**src/rtl/text_overlay_pkg.sv**
```systemverilog
// text_overlay_pkg: shared font geometry constants and channel FSM encoding
package text_overlay_pkg;
  localparam int FONT_W = 8;
  localparam int ADDR_W = 11;
  localparam int BIT_W = 3;
  localparam int RGB_W = 12;
  typedef enum logic [1:0] {ST_IDLE, ST_SHOW, ST_EXPIRED} ch_state_t;
endpackage

```
**src/rtl/text_overlay_channel.sv**
```systemverilog
// overlay_channel: per-channel trigger FSM with frame hold timer
module overlay_channel
  import text_overlay_pkg::*;
#(
  parameter int HOLD_FRAMES = 180
) (
  input  logic clk,
  input  logic reset,
  input  logic i_pause,
  input  logic i_tick,
  input  logic i_en,
  output logic o_show
);
  localparam int HW = HOLD_FRAMES > 0 ? $clog2(HOLD_FRAMES + 1) : 1;
  localparam logic [HW-1:0] HOLD = HW'(HOLD_FRAMES);
  ch_state_t r_state, w_state;
  logic [HW-1:0] r_cnt, w_cnt;
  logic r_arm;
  logic w_rise, w_dec;
  // r_arm stays low after reset until ch_en is seen low, so a held-high enable never triggers
  assign w_rise = i_en & r_arm;
  assign w_dec = i_tick & ~i_pause & (HOLD_FRAMES != 0);
  always_comb begin
    w_state = r_state;
    w_cnt = r_cnt;
    if (!i_en) w_state = ST_IDLE;
    else if (w_rise) begin
      w_state = ST_SHOW;
      w_cnt = HOLD;
    end else if (r_state == ST_SHOW && w_dec) begin
      w_cnt = r_cnt - 1'b1;
      if (r_cnt == HW'(1)) w_state = ST_EXPIRED;
    end
  end
  always_ff @(posedge clk or posedge reset) begin
    if (reset) begin
      r_state <= ST_IDLE;
      r_cnt <= '0;
      r_arm <= 1'b0;
    end else begin
      r_state <= w_state;
      r_cnt <= w_cnt;
      r_arm <= ~i_en;
    end
  end
  assign o_show = r_state == ST_SHOW;
endmodule

```
**src/rtl/text_overlay.sv**
```systemverilog
// text_overlay: priority-muxed multi-channel text overlay with two-stage font pipeline
module text_overlay
  import text_overlay_pkg::*;
#(
  parameter int NUM_CH = 4,
  parameter int HOLD_FRAMES = 180,
  parameter int BLINK_FRAMES = 30,
  parameter logic [NUM_CH-1:0] OPAQUE_MASK = 4'b0001,
  parameter logic [NUM_CH-1:0] BLINK_MASK = 4'b0000,
  parameter logic [NUM_CH*RGB_W-1:0] FG_RGB = {12'h501, 12'h501, 12'h501, 12'h001},
  parameter logic [RGB_W-1:0] BG_RGB = 12'h110
) (
  input  logic                     clk,
  input  logic                     reset,
  input  logic                     pause,
  input  logic                     refresh_tick,
  input  logic [NUM_CH-1:0]        ch_en,
  input  logic [NUM_CH-1:0]        ch_on,
  input  logic [NUM_CH*ADDR_W-1:0] ch_rom_addr,
  input  logic [NUM_CH*BIT_W-1:0]  ch_bit_addr,
  output logic [ADDR_W-1:0]        font_addr,
  input  logic [FONT_W-1:0]        font_word,
  output logic                     text_on,
  output logic [RGB_W-1:0]         text_rgb
);
  localparam int WW = NUM_CH > 1 ? $clog2(NUM_CH) : 1;
  localparam int BW = $clog2(BLINK_FRAMES + 1);
  logic [NUM_CH-1:0] w_show, w_vis;
  logic [BW-1:0] r_blink;
  logic r_phase, w_wrap;
  logic w_hit, w_fbit, w_opq;
  logic [WW-1:0] w_win, r_win;
  logic [BIT_W-1:0] w_bit, r_bit;
  logic [RGB_W-1:0] w_fg;
  logic r_vld;
  for (genvar i = 0; i < NUM_CH; i++) begin : g_ch
    overlay_channel #(.HOLD_FRAMES(HOLD_FRAMES)) u_ch (
      .clk(clk),
      .reset(reset),
      .i_pause(pause),
      .i_tick(refresh_tick),
      .i_en(ch_en[i]),
      .o_show(w_show[i])
    );
  end
  assign w_wrap = r_blink == BW'(BLINK_FRAMES - 1);
  always_ff @(posedge clk or posedge reset) begin
    if (reset) begin
      r_blink <= '0;
      r_phase <= 1'b1;
    end else if (refresh_tick & ~pause) begin
      r_blink <= w_wrap ? '0 : r_blink + 1'b1;
      r_phase <= w_wrap ? ~r_phase : r_phase;
    end
  end
  assign w_vis = w_show & (~BLINK_MASK | {NUM_CH{r_phase}});
  // descending scan so the lowest-index hit is assigned last and wins
  always_comb begin
    w_hit = 1'b0;
    w_win = '0;
    w_bit = '0;
    font_addr = '0;
    for (int i = NUM_CH - 1; i >= 0; i--) begin
      if (ch_on[i] & w_vis[i]) begin
        w_hit = 1'b1;
        w_win = WW'(i);
        w_bit = ch_bit_addr[i*BIT_W +: BIT_W];
        font_addr = ch_rom_addr[i*ADDR_W +: ADDR_W];
      end
    end
  end
  always_ff @(posedge clk or posedge reset) begin
    if (reset) begin
      r_vld <= 1'b0;
      r_win <= '0;
      r_bit <= '0;
    end else begin
      r_vld <= w_hit;
      r_win <= w_win;
      r_bit <= w_bit;
    end
  end
  // column 0 is the glyph MSB, so 7 - bit_addr reduces to the bitwise complement
  assign w_fbit = font_word[~r_bit];
  always_comb begin
    w_fg = '0;
    w_opq = 1'b0;
    for (int i = 0; i < NUM_CH; i++) begin
      if (r_win == WW'(i)) begin
        w_fg = FG_RGB[i*RGB_W +: RGB_W];
        w_opq = OPAQUE_MASK[i];
      end
    end
  end
  always_ff @(posedge clk or posedge reset) begin
    if (reset) begin
      text_on <= 1'b0;
      text_rgb <= '0;
    end else begin
      text_on <= r_vld & (w_fbit | w_opq);
      text_rgb <= !r_vld ? '0 : w_fbit ? w_fg : w_opq ? BG_RGB : '0;
    end
  end
endmodule

```
**config.mk**
```make
export PLATFORM = sky130hd
export DESIGN_NAME = text_overlay
export DESIGN_NICKNAME = d
export VERILOG_FILES = /design/src/rtl/text_overlay_pkg.sv /design/src/rtl/text_overlay_channel.sv /design/src/rtl/text_overlay.sv
export SDC_FILE = /design/constraint.sdc
export NUM_CORES = 1
export LEC_CHECK = 0
export ABC_AREA = 1
export CORE_AREA = 3 3 91 93
export DETAILED_ROUTE_END_ITERATION = 8
export DIE_AREA = 0 0 94 96
export GPL_TIMING_DRIVEN = 0
export PLACE_DENSITY = 0.87
export SLEW_MARGIN = 20
export SYNTH_ARGS = -nofsm -noshare
export SYNTH_HDL_FRONTEND = slang
export SYNTH_SLANG_ARGS = --single-unit
```
**constraint.sdc**
```tcl
create_clock -name clk -period 2.01 [get_ports clk]
set_clock_uncertainty 0.1 [all_clocks]
set_input_delay 0.3015 -clock clk [delete_from_list [all_inputs] [get_ports clk]]
set_output_delay 0.3015 -clock clk [all_outputs]
set_load 0.05 [all_outputs]
```
# Word level (Yosys, flattened, before mapping)
# Cells that the tools add are included.
# word_totals
ff_bits	63
inputBits	76
output_inout_bits	24
wordCells	128
# classes
n_addsub	4
magnitude_cmp	1
n_eq_ne	19
muxes	53
bitwise	17
reduce_logical	17
# ops
cell	count
8-bit two-way mux	8
12-bit two-way mux	5
11-bit two-way mux	4
2-bit two-way mux	20
8-bit by 1-bit equality test with 1-bit output (second input constant)	4
8-bit by 1-bit subtractor with 8-bit output (second input constant)	4
3-bit by 1-bit != test with 1-bit output (second input constant)	8
2-bit AND reduction	8
3-bit two-way mux	4
1-bit AND	10
2-bit by 1-bit equality test with 1-bit output (second input constant)	5
1-bit two-way mux	10
9-bit two-way mux	1
2-bit nonzero test	4
1-bit inverter	5
2-bit equality test (second input constant)	2
1-bit logical AND	4
3-bit by 4-bit < comparator with 1-bit output (second input constant)	1
1-bit binary-select mux with 3-bit select	1
3-bit inverter	1
2-bit zero test	1
1-bit bitwise OR	1

# Logic depth before layout (Yosys ltp)
# Gate-level depths: netlist (run 1).
# logic_depth
depth_word	8
ltp_mapped	9

# Modules after synthesis
# Synthesis (run 1) repeated with hierarchy kept, for this count alone.
# unflattened
cells_unflattened	502
hier_area_um2	3697.3
# by_module_without_submodules
module	instances	cells_per_inst	area_per_inst_um2
overlay_channel	4	85	640.6
text_overlay	1	162	1134.8

# Worst setup path after synthesis (run 1)
# Ideal clock, no wire load.
# synth_path
path_type	reg2out
startpoint	reg g_ch[2].u_ch.r_state[0]
endpoint	out font_addr[3]
t_arrival_ps	1290
t_required_ps	1609
slack_ps	318
path_stages_with_launch	7
cell_sequence	dfrtp_1 > nand3_2 > nand4_2 > buf_6 > o21ai_1 > nand2_1 > nand2_1
# synth_between
elab_chain_len	5
# synth_rtl
item	line_no	text
start: declaration	text_overlay_channel.sv:16	ch_state_t r_state, w_state;
start signal: assignment	text_overlay_channel.sv:41	r_state <= w_state;
2-bit by 1-bit equality test with 1-bit output	text_overlay_channel.sv:46	assign o_show = r_state == ST_SHOW;
1-bit AND	text_overlay.sv:64	if (ch_on[i] & w_vis[i]) begin
11-bit two-way mux (3 in series)	text_overlay.sv:64	
end: declaration	text_overlay.sv:21	output logic [ADDR_W-1:0] font_addr,
# No other way between the ends.

# Final worst setup path (run 1)
# layout_path
startpoint	reg g_ch[2].u_ch.r_state[0]
endpoint	out font_addr[8]
# Same word-level chain as after synthesis.

==> results of run 1 <==
==> power groups by stage <==
stage               registers (mW)  clock network [mW]  logic, mW
finish                        1.39               0.741       1.35
global route                  1.41               0.807       1.51
CTS                           1.38               0.764       1.34
floorplan                     1.46                   0      0.824
detailed placement            1.40                   0       1.30
global placement              1.39                   0       1.26
==> timing repair <==
item	4_1_cts	5_1_grt
gates cloned	1	0
pin swaps	3	3
resized for setup	92	9
endpoints found under the hold margin	0	0
endpoints found under the setup margin	11	11
setup buffers	3	1
==> synth_stat cells <==
cell type / number / area share
nand2_2: 2 / 0.0034
nor2_2: 1 / 0.0017
o21ai_0: 25 / 0.034
nand2_4: 3 / 0.0092
dfrtp_1: 55 / 0.37
buf_4: 9 / 0.018
xor2_1: 6 / 0.014
buf_6: 2 / 0.0061
nor3_1: 2 / 0.0027
or2_2: 2 / 0.0034
inv_4: 4 / 0.0068
buf_2: 5 / 0.0068
nor2_4: 6 / 0.018
xnor2_1: 1 / 0.0024
o31ai_1: 3 / 0.0061
nand3_2: 1 / 0.0027
nor3_4: 1 / 0.0044
nand2_1: 133 / 0.14
nand4_1: 11 / 0.019
a31oi_1: 1 / 0.0017
a21oi_1: 12 / 0.016
inv_1: 101 / 0.10
nand3_1: 49 / 0.067
nand4_2: 1 / 0.0034
nand3b_1: 2 / 0.0041
o21ai_2: 6 / 0.014
nor2_1: 55 / 0.056
conb_1: 1 / 0.0010
inv_2: 5 / 0.0051
o21ai_1: 23 / 0.031
ha_1: 8 / 0.027
==> path summary, 6_finish.rpt <==
check / slack (ps) / start / cells past startpoint / to
min in group asynchronous: 340 / reset / 2 / g_ch[2].u_ch.r_cnt[7]
setup reg to reg: 420 / g_ch[2].u_ch.r_state[0] / 8 / r_bit[1]
hold / removal: 330 / g_ch[3].u_ch.r_arm / 1 / g_ch[3].u_ch.r_state[1]
setup / recovery: -50 / g_ch[2].u_ch.r_state[0] / 7 / font_addr[8]
hold reg to reg: 330 / g_ch[3].u_ch.r_arm / 1 / g_ch[3].u_ch.r_state[1]
max in group asynchronous: 1020 / reset / 2 / g_ch[0].u_ch.r_state[0]
==> flip-flops by register name (all words and copies together) (netlist names) <==
name               count
text_rgb               4
r_vld                  1
g_ch.u_ch.r_state      8
g_ch.u_ch.r_arm        4
r_win                  2
r_bit                  3
text_on                1
g_ch.u_ch.r_cnt       32
==> worst max-delay path: stages (launching register included) <==
cell     delay, ps
dfrtp_1        430
nand3_4        170
nand4_4        150
buf_8          190
o21ai_2        130
nand2_1         60
nand2_1         70
buf_6          160
==> kinds of logic after synthesis <==
| kind of cell | count (synthesis) | synth area share |
|---|---|---|
| XOR/XNOR | 7 | 0.0167 |
| buffers and inverters | 126 | 0.146 |
| flip-flops | 55 | 0.374 |
| AND/OR/NAND/NOR | 269 | 0.331 |
| other | 1 | 0.00102 |
| adder cells (fa/ha/maj) | 8 | 0.0272 |
| AO/OA/AOI/OAI | 70 | 0.104 |
==> cells in the final DEF (no fill, tap or decap), types with 3 or more instances in the layout <==
cell type,Yosys,routed
buf_4,9,12
clkbuf_8,0,5
conb_1,1,8
buf_6,2,16
o31ai_1,3,3
dfrtp_1,55,55
nand4_1,11,11
inv_4,4,5
buf_2,5,3
nand3_1,49,47
nand2_1,133,133
nor2_4,6,6
o21ai_0,25,25
ha_1,8,8
nor2_1,55,55
inv_1,101,98
xor2_1,6,6
inv_2,5,7
nand2_4,3,3
o21ai_2,6,14
a21oi_1,12,12
clkdlybuf4s50_1,0,78
o21ai_1,23,15
==> routing by layer <==
metal | track usage | routed length (um) | part of all wire
met5 | 0 | 0 | 0
met3 | 0.0274 | 337 | 0.037
met2 | 0.375 | 4840 | 0.54
met1 | 0.250 | 3790 | 0.42
met4 | 0.0361 | 36 | 0.0040
==> final cells by class <==
cell class / instances / share of cell area
clock buffers: 5 / 0.0138
flip-flops and latches: 55 / 0.276
multi-input cells: 362 / 0.370
inverters: 110 / 0.0853
plain buffers: 16 / 0.0271
clock inverters: 3 / 0.00928
repair buffers: 96 / 0.193
well taps: 102 / 0.0256
==> run_results.csv, run 1 <==
group,metric,value,unit
run_status,status,"finished with violations",
run_status,violations,"setup timing",
finish,fillers,614,
routing,drc_errors,0,
pwr,max-vdd-ir-drop,461,uV
floorplan,coreArea,7610,sq um
finish,fin_util,0.656,
pwr,swShare,0.374,
finish,final_cells,749,
pwr,power_density,698,nW/um^2
pwr,netSwitchingPower,1.30,mW
run,maxCapViolations,0,
critical_path,crit_fanout,8,
clock_tree,cts.sinks,55,
finish,diodes,0,
finish,stdcell_area,4990,sq um
placed_design,port_buffers,91,
critical_path,worstPathRequired,1610,ps
finish,regArea,1380,sq um
clock_tree,insertion_delay,300,ps
placed_design,placed_area,4740,sq um
timing,setup-violations-final,7,
synth,avgSynthCellArea,6.86,sq um
placed_design,gp_congestion,0.909,
global_route,grt_pass1_wl,14800,um
floorplan,io-pin-count,100,
floorplan,initial_core_util,0.483,
routing,postRouteAntennaNets,0,
global_route,grt_pass1_vias,3507,
timing,setup_slack,-52.0,ps
clock_tree,tritoncts,"built",
critical_path,crit_arrival,1660,ps
finish,multi_input_area,1850,sq um
pwr,p_int,2.18,mW
timing,hold_violations,0,
timing,worstMarginPinSlew,670,ps
global_route,antenna_found_initial,0,
routing,viasPerCell,4.84,
floorplan,rows,32,
placed_design,dp_slack,-820,ps
timing,final_max_slew_viol_count,0,
critical_path,startpoint_type,"flip-flop",
synth,ys_warn_count,0,
finish,area_growth,35.7,%
synth,synthCells,536,
timing,fmaxAchievable,0.485,GHz
timing,rsz0062_at_grt,"yes",
synth,synth_seq_cells,55,
global_route,grt.overflow.total,0,
critical_path,critPathCaptureType,"output port",
timing,timing.hold.ws,330,ps
synth,synth_area,3680,sq um
global_route,grtUsageTotal,0.201,
clock_tree,clockRootBuffer,"clkbuf_8",
timing,layout_min_cycle_time,2060,ps
routing,vias,3625,
floorplan,dieArea,9020,sq um
routing,dr.pass1.iters,4,
clock_tree,hold_buffers,0,
synth,ys_types,31,
routing,wirelength,9010,um
routing,wl_per_cell,12.0,um
pwr,power,3.48,mW
timing,slew_headroom,0.553,
routing,first_iter_violations,180,
timing,fin_crit_sh,1.03,
finish,layout.nets,730,
clock_tree,htree_levels,2,
pwr,combPwrFrac,0.389,
critical_path,crit_type,"reg -> out",
placed_design,place_hpwl,7020,um
finish,drive_gt1_frac,0.131,
clock_tree,path_clk_slew,100,ps
synth,seq_area_frac_synth,0.374,
pwr,seqPwrFrac,0.398,
clock_tree,clk_path_buf_depth,2,
placed_design,placed_cells,736,
floorplan,fp.dieH,96,um
pwr,p_leak,2.61,nW
pwr,p_clk_frac,0.213,
hold_path,holdCritPathClass,"reg -> reg",
timing,finalSetupTns,-223,ps
clock_tree,cts_buffers,5,
global_route,grt_max_degree,56,
floorplan,die_width,94,um
(Power assumes the default switching activity.)
==> inputs of run 2 (changes only) <==
--- a/config.mk
+++ b/config.mk
@@ -6,6 +6,7 @@
 export NUM_CORES = 1
 export LEC_CHECK = 0
 export ABC_AREA = 1
+export CAP_MARGIN = 25
 export CORE_AREA = 3 3 91 93
 export DETAILED_ROUTE_END_ITERATION = 8
 export DIE_AREA = 0 0 94 96
==> results of run 2 <==
Same layout as run 1: the final DEF is identical, and so are final timing and power.
